<file path="src/rtl/exec_mul_if.sv">
// Decode/Execute-to-multiplier request and result bundle.
// The multiplier sees the slave view; the master view is the stage that drives it.
interface exec_mul_if #(
  parameter int unsigned WIDTH  = 32,
  parameter int unsigned ADDR_W = 4
);
  logic              flush;
  logic              start_i;
  logic [1:0]        op_i;
  logic [WIDTH-1:0]  a_i;
  logic [WIDTH-1:0]  b_i;
  logic [WIDTH-1:0]  acc_i;
  logic [ADDR_W-1:0] waddr_lo_i;
  logic [ADDR_W-1:0] waddr_hi_i;
  logic              setflags_i;
  logic              stall_o;
  logic              done_o;
  logic [WIDTH-1:0]  result_lo_o;
  logic [WIDTH-1:0]  result_hi_o;
  logic [ADDR_W-1:0] waddr_lo_o;
  logic [ADDR_W-1:0] waddr_hi_o;
  logic              wr_hi_o;
  logic [1:0]        flags_o;
  logic              flag_we_o;

  modport master (
    output flush, start_i, op_i, a_i, b_i, acc_i, waddr_lo_i, waddr_hi_i, setflags_i,
    input  stall_o, done_o, result_lo_o, result_hi_o, waddr_lo_o, waddr_hi_o,
           wr_hi_o, flags_o, flag_we_o
  );

  modport slave (
    input  flush, start_i, op_i, a_i, b_i, acc_i, waddr_lo_i, waddr_hi_i, setflags_i,
    output stall_o, done_o, result_lo_o, result_hi_o, waddr_lo_o, waddr_hi_o,
           wr_hi_o, flags_o, flag_we_o
  );
endinterface

</file>
<file path="src/rtl/exec_mul_unit.sv">
// Iterative MUL/MLA/UMULL/SMULL unit for the Execute stage; retires BPC product bits
// per cycle and stalls the front of the pipeline while it iterates.
module exec_mul_unit #(
  parameter int unsigned WIDTH  = 32,
  parameter int unsigned ADDR_W = 4,
  parameter int unsigned BPC    = 2
) (
  input  logic       clk,
  input  logic       reset,
  exec_mul_if.slave  bus
);

  localparam int unsigned N     = WIDTH / BPC;
  localparam int unsigned CNT_W = $clog2(N + 1);
  localparam int unsigned PW    = 2 * WIDTH;
  localparam int unsigned SW    = WIDTH + BPC;

  localparam logic [1:0] OP_MUL   = 2'b00;
  localparam logic [1:0] OP_MLA   = 2'b01;
  localparam logic [1:0] OP_SMULL = 2'b11;

  typedef enum logic [1:0] {IDLE = 2'd0, RUN = 2'd1, DONE = 2'd2} state_t;

  state_t             state_q, state_d;
  logic               accept_c, step_c, finish_c;
  logic [CNT_W-1:0]   cnt_q;
  logic [1:0]         op_q;
  logic               neg_q;
  logic               setflags_q;
  logic [ADDR_W-1:0]  wl_q, wh_q;
  logic [WIDTH-1:0]   acc_q;
  logic [WIDTH-1:0]   mcand_q;
  logic [PW-1:0]      prod_q;

  logic [SW-1:0]      pp_c, sum_c;
  logic [PW-1:0]      prod_d, fin_c;
  logic [1:0]         flags_c;

  logic [WIDTH-1:0]   lo_q, hi_q;
  logic [ADDR_W-1:0]  wl_out_q, wh_out_q;
  logic [1:0]         flags_q;
  logic               long_q, s_out_q;

  logic               smull_in, long_in;
  logic [WIDTH-1:0]   a_mag, b_mag;

  function automatic logic [WIDTH-1:0] mag(input logic [WIDTH-1:0] x);
    return x[WIDTH-1] ? (~x + WIDTH'(1)) : x;
  endfunction

  // State register
  always_ff @(posedge clk or negedge reset) begin
    if (!reset) state_q <= IDLE;
    else        state_q <= state_d;
  end

  // Next state and per-cycle control strobes; flush overrides everything
  always_comb begin
    state_d  = state_q;
    accept_c = 1'b0;
    step_c   = 1'b0;
    finish_c = 1'b0;
    case (state_q)
      IDLE: begin
        if (bus.start_i) begin
          accept_c = 1'b1;
          state_d  = RUN;
        end
      end
      RUN: begin
        step_c = 1'b1;
        if (cnt_q == CNT_W'(1)) begin
          finish_c = 1'b1;
          state_d  = DONE;
        end
      end
      DONE: begin
        if (bus.start_i) begin
          accept_c = 1'b1;
          state_d  = RUN;
        end else begin
          state_d = IDLE;
        end
      end
      default: state_d = IDLE;
    endcase
    if (bus.flush) begin
      state_d  = IDLE;
      accept_c = 1'b0;
      step_c   = 1'b0;
      finish_c = 1'b0;
    end
  end

  // Decode must hold in the accepting cycle, so stall is combinational on start
  assign bus.stall_o = (state_q == RUN) | (bus.start_i & (state_q != RUN));

  assign smull_in = (bus.op_i == OP_SMULL);
  assign long_in  = bus.op_i[1];
  assign a_mag    = smull_in ? mag(bus.a_i) : bus.a_i;
  assign b_mag    = smull_in ? mag(bus.b_i) : bus.b_i;

  // Radix-2^BPC partial product from the low multiplier bits
  always_comb begin
    pp_c = '0;
    for (int unsigned j = 0; j < BPC; j++) begin
      if (prod_q[j]) pp_c = pp_c + (SW'(mcand_q) << j);
    end
  end

  assign sum_c  = SW'(prod_q[PW-1:WIDTH]) + pp_c;
  assign prod_d = {sum_c, prod_q[WIDTH-1:BPC]};

  // Final-edge result shaping: truncate, accumulate or restore the sign
  always_comb begin
    fin_c = prod_d;
    case (op_q)
      OP_MUL:   fin_c = {WIDTH'(0), prod_d[WIDTH-1:0]};
      OP_MLA:   fin_c = {WIDTH'(0), prod_d[WIDTH-1:0] + acc_q};
      OP_SMULL: if (neg_q) fin_c = ~prod_d + PW'(1);
      default:  fin_c = prod_d;
    endcase
  end

  assign flags_c = {(op_q[1] ? fin_c[PW-1] : fin_c[WIDTH-1]), (fin_c == '0)};

  // Operand latch and shift-add iteration
  always_ff @(posedge clk or negedge reset) begin
    if (!reset) begin
      cnt_q      <= '0;
      op_q       <= '0;
      neg_q      <= 1'b0;
      setflags_q <= 1'b0;
      wl_q       <= '0;
      wh_q       <= '0;
      acc_q      <= '0;
      mcand_q    <= '0;
      prod_q     <= '0;
    end else if (accept_c) begin
      cnt_q      <= CNT_W'(N);
      op_q       <= bus.op_i;
      neg_q      <= smull_in & (bus.a_i[WIDTH-1] ^ bus.b_i[WIDTH-1]);
      setflags_q <= bus.setflags_i;
      wl_q       <= bus.waddr_lo_i;
      wh_q       <= long_in ? bus.waddr_hi_i : '0;
      acc_q      <= bus.acc_i;
      mcand_q    <= a_mag;
      prod_q     <= {WIDTH'(0), b_mag};
    end else if (step_c) begin
      cnt_q  <= cnt_q - CNT_W'(1);
      prod_q <= prod_d;
    end
  end

  // Result registers, updated only when an op completes
  always_ff @(posedge clk or negedge reset) begin
    if (!reset) begin
      lo_q     <= '0;
      hi_q     <= '0;
      wl_out_q <= '0;
      wh_out_q <= '0;
      flags_q  <= '0;
      long_q   <= 1'b0;
      s_out_q  <= 1'b0;
    end else if (finish_c) begin
      lo_q     <= fin_c[WIDTH-1:0];
      hi_q     <= fin_c[PW-1:WIDTH];
      wl_out_q <= wl_q;
      wh_out_q <= wh_q;
      flags_q  <= flags_c;
      long_q   <= op_q[1];
      s_out_q  <= setflags_q;
    end
  end

  assign bus.done_o      = (state_q == DONE);
  assign bus.result_lo_o = lo_q;
  assign bus.result_hi_o = hi_q;
  assign bus.waddr_lo_o  = wl_out_q;
  assign bus.waddr_hi_o  = wh_out_q;
  assign bus.flags_o     = flags_q;
  assign bus.wr_hi_o     = bus.done_o & long_q;
  assign bus.flag_we_o   = bus.done_o & s_out_q;

endmodule
</file>
<file path="src/flat_wrapper.sv">
// flat-port wrapper written by rule: the top's interface ports become plain ports
module exec_mul_unit_flat 
#(
  parameter int unsigned WIDTH  = 32,
  parameter int unsigned ADDR_W = 4,
  parameter int unsigned BPC    = 2
)
  (clk, reset, bus_flush, bus_start_i, bus_op_i, bus_a_i, bus_b_i, bus_acc_i, bus_waddr_lo_i, bus_waddr_hi_i, bus_setflags_i, bus_stall_o, bus_done_o, bus_result_lo_o, bus_result_hi_o, bus_waddr_lo_o, bus_waddr_hi_o, bus_wr_hi_o, bus_flags_o, bus_flag_we_o);
  exec_mul_if #(.WIDTH(WIDTH), .ADDR_W(ADDR_W)) bus_i ();
  input  logic clk;
  input  logic reset;
  input wire logic [$bits(bus_i.flush)-1:0] bus_flush;
  input wire logic [$bits(bus_i.start_i)-1:0] bus_start_i;
  input wire logic [$bits(bus_i.op_i)-1:0] bus_op_i;
  input wire logic [$bits(bus_i.a_i)-1:0] bus_a_i;
  input wire logic [$bits(bus_i.b_i)-1:0] bus_b_i;
  input wire logic [$bits(bus_i.acc_i)-1:0] bus_acc_i;
  input wire logic [$bits(bus_i.waddr_lo_i)-1:0] bus_waddr_lo_i;
  input wire logic [$bits(bus_i.waddr_hi_i)-1:0] bus_waddr_hi_i;
  input wire logic [$bits(bus_i.setflags_i)-1:0] bus_setflags_i;
  output wire logic [$bits(bus_i.stall_o)-1:0] bus_stall_o;
  output wire logic [$bits(bus_i.done_o)-1:0] bus_done_o;
  output wire logic [$bits(bus_i.result_lo_o)-1:0] bus_result_lo_o;
  output wire logic [$bits(bus_i.result_hi_o)-1:0] bus_result_hi_o;
  output wire logic [$bits(bus_i.waddr_lo_o)-1:0] bus_waddr_lo_o;
  output wire logic [$bits(bus_i.waddr_hi_o)-1:0] bus_waddr_hi_o;
  output wire logic [$bits(bus_i.wr_hi_o)-1:0] bus_wr_hi_o;
  output wire logic [$bits(bus_i.flags_o)-1:0] bus_flags_o;
  output wire logic [$bits(bus_i.flag_we_o)-1:0] bus_flag_we_o;
  assign bus_i.flush = bus_flush;
  assign bus_i.start_i = bus_start_i;
  assign bus_i.op_i = bus_op_i;
  assign bus_i.a_i = bus_a_i;
  assign bus_i.b_i = bus_b_i;
  assign bus_i.acc_i = bus_acc_i;
  assign bus_i.waddr_lo_i = bus_waddr_lo_i;
  assign bus_i.waddr_hi_i = bus_waddr_hi_i;
  assign bus_i.setflags_i = bus_setflags_i;
  assign bus_stall_o = bus_i.stall_o;
  assign bus_done_o = bus_i.done_o;
  assign bus_result_lo_o = bus_i.result_lo_o;
  assign bus_result_hi_o = bus_i.result_hi_o;
  assign bus_waddr_lo_o = bus_i.waddr_lo_o;
  assign bus_waddr_hi_o = bus_i.waddr_hi_o;
  assign bus_wr_hi_o = bus_i.wr_hi_o;
  assign bus_flags_o = bus_i.flags_o;
  assign bus_flag_we_o = bus_i.flag_we_o;
  exec_mul_unit #(.WIDTH(WIDTH), .ADDR_W(ADDR_W), .BPC(BPC)) u_core (.clk(clk), .reset(reset), .bus(bus_i));
endmodule
</file>
<file path="config.mk">
export PLATFORM = sky130hd
export DESIGN_NAME = exec_mul_unit_flat
export DESIGN_NICKNAME = d
export VERILOG_FILES = /design/src/rtl/exec_mul_if.sv /design/src/rtl/exec_mul_unit.sv /design/src/flat_wrapper.sv
export SDC_FILE = /design/constraint.sdc
export NUM_CORES = 1
export LEC_CHECK = 0
export ABC_AREA = 1
export CAP_MARGIN = 30
export CORE_MARGIN = 5
export CORE_UTILIZATION = 36
export DETAILED_ROUTE_END_ITERATION = 16
export GPL_TIMING_DRIVEN = 0
export PLACE_DENSITY = 0.53
export SYNTH_ARGS = -nofsm -noshare
export SYNTH_HDL_FRONTEND = slang
export SYNTH_SLANG_ARGS = --single-unit
</file>
<file path="constraint.sdc">
create_clock -name clk -period 6 [get_ports clk]
set_input_delay 1.2 -clock clk [delete_from_list [all_inputs] [get_ports clk]]
set_output_delay 1.2 -clock clk [all_outputs]
set_load 0.1 [all_outputs]
</file>
==> results_dict.tcl, run 1 <==
set metrics [dict create \
    outcome "complete, no violations" \
    gp_congestion 0.951 \
    cts_root_buf "clkbuf_16" \
    synth.distinct_cells 62 \
    num-nets-final 3469 \
    arrival_ns 6.02 \
    rsz0062_at_grt "false" \
    multiInputGateArea_mm2 0.0121 \
    relSlewSlack_pct 31.0 \
    fmax_ghz 0.180 \
    tritoncts "built" \
    place_ws_ns -0.619 \
    io_buffers 188 \
    synth_edf_count 0 \
    p_leak_nw 11.4 \
    synth_ff_type "dfrtp_1" \
    hold_violations 0 \
    peakVddDrop_uv 302 \
    hold_start "u_core.wl_q[3]" \
    grt_max_degree 91 \
    vias_per_cell 5.30 \
    fp.dieArea_mm2 0.0580 \
    first_global_vias 20403 \
    path_common_cell "nand2_1" \
    synthesis.nets 3227 \
    numCtsBuffers 29 \
    yosys-mux-area-fraction_pct 0 \
    dp_hpwl_um 65600 \
    setup_viol 0 \
    slew_violations 0 \
    ys_async_sr_fraction_pct 100 \
    vias 21091 \
    n_antenna_cell 0 \
    start_util_pct 36.5 \
    end_kind "register" \
    drt_iter0_drc 1600 \
    clock_latency_ns 0.59 \
    cts.path.max_buffers 3 \
    min_period_over_period_pct 92.4 \
    fp.dieW_um 241 \
    crit_required_ns 6.48 \
    grt_usage_pct 26.4 \
    antenna_found_initial 1 \
    powerDensity_mw_per_mm2 554 \
    worstSetupPathType "register to register" \
    power.total_mw 13.1 \
    final_cell_area_mm2 0.0236 \
    ys_ff_latch 223 \
    syn_avg_cell_area_um2 6.34 \
    drc 0 \
    layout_setup_ws_ns 0.457 \
    synthSimpleGateAreaFrac_pct 37.9 \
    die_h_um 241 \
    regArea_mm2 0.00558 \
    area.growth.synth_to_final_pct 23.1 \
    drtPass1Iterations 7 \
    place_area_mm2 0.0223 \
    wl_per_cell_um 19.8 \
    postSynthCellCount 3026 \
    startpoint "u_core.prod_q[0]" \
    fillers 5560 \
    timing.rr.start "u_core.prod_q[0]" \
    maxCapViolations 0 \
    drive_above_1_share_pct 8.14 \
    synth_warnings 0 \
    slowest_stage "dfrtp_1" \
    io_pins 189 \
    ys_seq_area_share_pct 29.1 \
    synth_fa_ha_area_share_pct 5.98 \
    clk_pin_slew_ns 0.06 \
    synth_top_area_share_pct 29.1 \
    synth_area_mm2 0.0192 \
    cp_max_fo 17 \
    synth_compound_area_share_pct 15.0 \
    core-area_mm2 0.0527 \
    critPathMaxStageDelay_ns 0.34 \
    synthXorXnorAreaFrac_pct 2.91 \
    drt-total-wl_um 78900 \
    hold_path_class "register to register" \
    grt_first_pass_wirelength_um 119000 \
    cts_sinks 223 \
    setup.worst_path.start_class "register" \
    grt-ovfl-total 0 \
    htreeDepth 1 \
    antenna_left 0 \
    synth_top_area_cell "dfrtp_1" \
    rows 84 \
    synth_top_family_by_area "simple AND/OR/NAND/NOR gates" \
    clock_skew_ns 0.0287 \
    yosys-top-cells-area "dfrtp_1, nand2_1, o21ai_0" \
    finalCriticalPeriod_ns 5.54 \
    worst_pin_slew_ns 1.03 \
]
==> routing by layer <==
| metal | vias to the layer above | track usage (%) | part of all wire, % |
|---|---|---|---|
| met5 | - | 0 | 0 |
| met4 | 0 | 8.12 | 3.4 |
| met3 | 115 | 3.82 | 5.5 |
| met2 | 585 | 43.4 | 46 |
| met1 | 10020 | 36.3 | 45 |
| li1 | 10371 | - | - |
==> cell families after synthesis <==
group | Yosys count
buf+inv | 460
fa+ha+maj | 90
simple gates | 1677
compound gates | 513
flops | 223
xor+xnor | 63
==> cells in the final DEF (no fill, tap or decap), types with 16 or more instances in the layout <==
cell,instances
a21oi_1,119
clkbuf_1,71
clkbuf_16,29
clkdlybuf4s50_1,187
dfrtp_1,223
ha_1,83
inv_1,341
inv_2,23
nand2_1,916
nand2_2,46
nand3_1,248
nand3b_1,21
nand4_1,39
nor2_1,276
nor2_2,26
nor3_1,32
o21ai_0,249
o21ai_1,19
o221ai_1,31
xnor2_1,16
xor2_1,43
==> where the power goes <==
group          switching (mW)  total [mW]  leakage, nW  internal [mW]
clock network           0.738        1.76        0.472           1.02
logic                    6.24        8.79         8.09           2.56
registers               0.508        2.53         2.80           2.03
total                    7.48        13.1         11.4           5.61
==> synthesized netlist by cell type, types with 12 or more instances <==
cell type	count
clkbuf_1	69
nand3_1	249
o221ai_1	31
dfrtp_1	223
buf_1	14
xnor2_1	17
ha_1	87
nand3b_1	21
nor2_1	284
a21oi_1	127
nand2_1	927
nor3_1	36
xor2_1	45
or2_2	12
o21ai_1	12
o21bai_1	12
nor2_2	18
o21ai_0	264
nand4_1	39
nand3_2	13
inv_2	23
o211ai_1	13
nand2_2	37
inv_1	341
==> area by class of cell <==
type	instances	area share, %
multi-input combinational	2343	51.4
clock buffer	37	3.37
tap	688	3.64
inverter	368	5.84
clock inverter	17	0.656
buffer	91	1.61
sequential	223	23.6
timing repair buffer	212	9.91
==> per-stage QoR <==
stage | hold slack [ns] | TNS, ns | instances | utilization, %
finish | 0.475 | 0 | 3979 | 44.9
global route | 0.489 | 0 | 3979 | 44.9
CTS | 0.476 | 0 | 3972 | 44.3
detailed placement | 0.461 | -4.11 | 3918 | 42.4
global placement | 0.460 | -1403.66 | 3902 | 41.7
floorplan | 0.442 | 0 | 3026 | -
==> worst max-delay path: cells and delay by family (launching register included) <==
family | cells | cell delay (ns)
DFF | 1 | 0.34
and+or+nand+nor | 23 | 2.38
AOI/OAI and AO/OA | 9 | 1.42
buffers and inverters | 6 | 0.64
adders and majority gates | 3 | 0.65
==> registers in the layout (all words and copies together), names as in the netlist <==
| name | cells |
|---|---|
| u_core.acc_q | 32 |
| u_core.bus.flags_o | 2 |
| u_core.bus.result_hi_o | 32 |
| u_core.bus.result_lo_o | 32 |
| u_core.bus.waddr_hi_o | 4 |
| u_core.bus.waddr_lo_o | 4 |
| u_core.cnt_q | 5 |
| u_core.long_q | 1 |
| u_core.mcand_q | 32 |
| u_core.neg_q | 1 |
| u_core.op_q | 2 |
| u_core.prod_q | 64 |
| u_core.s_out_q | 1 |
| u_core.setflags_q | 1 |
| u_core.state_q | 2 |
| u_core.wh_q | 4 |
| u_core.wl_q | 4 |
==> what timing repair did <==
action                                  in CTS  in global routing
setup buffers                                0                  8
endpoints found under the setup margin      10                 15
pin swaps                                    0                 12
resized for setup                           14                 71
hold buffers                                 0                  0
==> worst paths after layout <==
kind                            cells after the start  slack [ns]                     to
worst min register to register                      2        0.47         u_core.wl_q[3]
max in group asynchronous                           2        4.48       u_core.acc_q[11]
worst max register to register                     41        0.46  u_core.bus.flags_o[0]
min in group asynchronous                           1        0.64     u_core.mcand_q[26]
worst min-delay path                                2        0.47         u_core.wl_q[3]
worst max-delay path                               41        0.46  u_core.bus.flags_o[0]
Power figures use the tool's default switching activity.
==> run 2: changes to the inputs <==
MAX_ROUTING_LAYER = met4   (was default)
==> results_dict.tcl, run 2 (same netlist as run 1, synthesis figures left out) <==
set metrics [dict create \
    outcome "complete, no violations" \
    place_ws_ns -0.782 \
    reg2regPathDepth 41 \
    vias_per_cell 5.29 \
    drc 0 \
    clock_skew_ns 0.0297 \
    end_kind "register" \
    numCtsBuffers 30 \
    final_cell_mix "nand2_1, inv_1, nor2_1" \
    htreeDepth 1 \
    drt-total-wl_um 79900 \
    final_common_cell "nand2_1" \
    regMostFlops "u_core.prod_q" \
    maxCapViolations 0 \
    vias 21077 \
    fp.dieArea_mm2 0.0580 \
    min_period_over_period_pct 94.9 \
    setup_viol 0 \
    fin_util_pct 45.2 \
    setup.worst_path.start_class "register" \
    rows 84 \
    worstSetupPathType "register to register" \
    relSlewSlack_pct 28.2 \
    worst_pin_slew_ns 1.08 \
    io_buffers 188 \
    io_pins 189 \
    hold_slack_ns 0.476 \
    start_util_pct 36.5 \
    antenna_found_initial 2 \
    grt_max_degree 123 \
    finalCriticalPeriod_ns 5.69 \
    cts.path.max_buffers 3 \
    clock_latency_ns 0.60 \
    grt_usage_pct 27.7 \
    cp_max_fo 10 \
    dp.cells 3917 \
    fp.dieW_um 241 \
    drive_above_1_share_pct 8.89 \
    hold_path_class "register to register" \
    clk_pin_slew_ns 0.06 \
    timing.rr.start "u_core.prod_q[0]" \
    die_h_um 241 \
    hold_violations 0 \
    cts_sinks 223 \
    powerDensity_mw_per_mm2 560 \
    hold_depth 2 \
    final_cell_count_no_fill 3984 \
    peakVddDrop_uv 352 \
    path_common_cell "nand2_1" \
    startpoint "u_core.prod_q[0]" \
    wl_per_cell_um 20.1 \
    cts_root_buf "clkbuf_16" \
    p_leak_nw 11.4 \
    core-area_mm2 0.0527 \
    gp_congestion 0.957 \
    tritoncts "built" \
    slew_violations 0 \
    layout_setup_ws_ns 0.307 \
    num-nets-final 3473 \
    largest_reg_flops 64 \
    drtPass1Iterations 5 \
    n_antenna_cell 0 \
    fmax_ghz 0.176 \
    dp_hpwl_um 66400 \
    hold_start "u_core.acc_q[3]" \
    grt_first_pass_wirelength_um 121000 \
    slowest_stage "fa_1" \
    critPathMaxStageDelay_ns 0.40 \
    arrival_ns 6.23 \
    antenna_left 0 \
    grt-ovfl-total 0 \
    crit_required_ns 6.54 \
    area.growth.synth_to_final_pct 23.9 \
    first_global_vias 20175 \
    drt_iter0_drc 1576 \
]
run 2: cell types whose count changed in the layout (fill, tap and decap cells not counted), moves of 3 or more:
cell,previous run,this run
nand2_1,916,907
nand3_2,13,17
o21ai_1,19,16
nand2_2,46,54
buf_4,8,11
nand3_1,248,245
clkbuf_8,4,8
nor2_1,276,273
run 2: area by class of cell:
type / instances / area, um2
Buffer: 92 / 397
Clock buffer: 40 / 868
Clock inverter: 16 / 201
Fill cell: 5545 / 28900
Inverter: 368 / 1380
Multi-Input combinational cell: 2343 / 12200
Sequential cell: 223 / 5580
Tap cell: 688 / 861
Timing Repair Buffer: 214 / 2340
run 2: final timing paths:
check                                              to  slack [ns]
worst max-delay path            u_core.bus.flags_o[0]        0.31
worst min-delay path                  u_core.acc_q[3]        0.48
worst max register to register  u_core.bus.flags_o[0]        0.31
worst min register to register        u_core.acc_q[3]        0.48
max in group asynchronous            u_core.acc_q[12]        4.23
min in group asynchronous           u_core.prod_q[60]        0.60
run 2: per-layer routing:
metal  track usage, %  wire, um  vias up
li1                 -         -    10378
met1             38.5     37000    10069
met2             44.7     37200      545
met3             2.07      3610       85
met4             5.76      2090        0
met5                -         0        -
run 2: where the power goes:
group	switching [mW]	total, mW	internal (mW)
logic	6.29	8.86	2.57
clock network	0.755	1.94	1.19
registers	0.506	2.53	2.03
total	7.55	13.3	5.78
run 2: critical path, delay by kind of cell, from the launching register on:
kind	cells	cell delay, ns
AND/OR/NAND/NOR	24	2.18
AO/OA/AOI/OAI	7	1.08
adder cells (fa/ha/maj)	3	0.97
buffers and inverters	6	0.71
flip-flops	1	0.37
XOR/XNOR	1	0.33
run 2: timing repair:
| action | in CTS | in global routing |
|---|---|---|
| hold buffers | 0 | 0 |
| resized for setup | 16 | 86 |
| pin swaps | 2 | 23 |
| buffers inserted | 3 | 8 |
| endpoints found under the setup margin | 13 | 14 |
run 2: per-stage QoR:
step / instance area, um2 / TNS, ns / power, mW
2_1_floorplan: 19200 / 0 / 8.20
3_3_place_gp: 21900 / -1410.92 / 10.8
3_5_place_dp: 22300 / -5.54 / 11.1
4_1_cts: 23500 / 0 / 13.1
5_1_grt: 23800 / -0.123 / 14.3
6_report: 23800 / 0 / 13.3
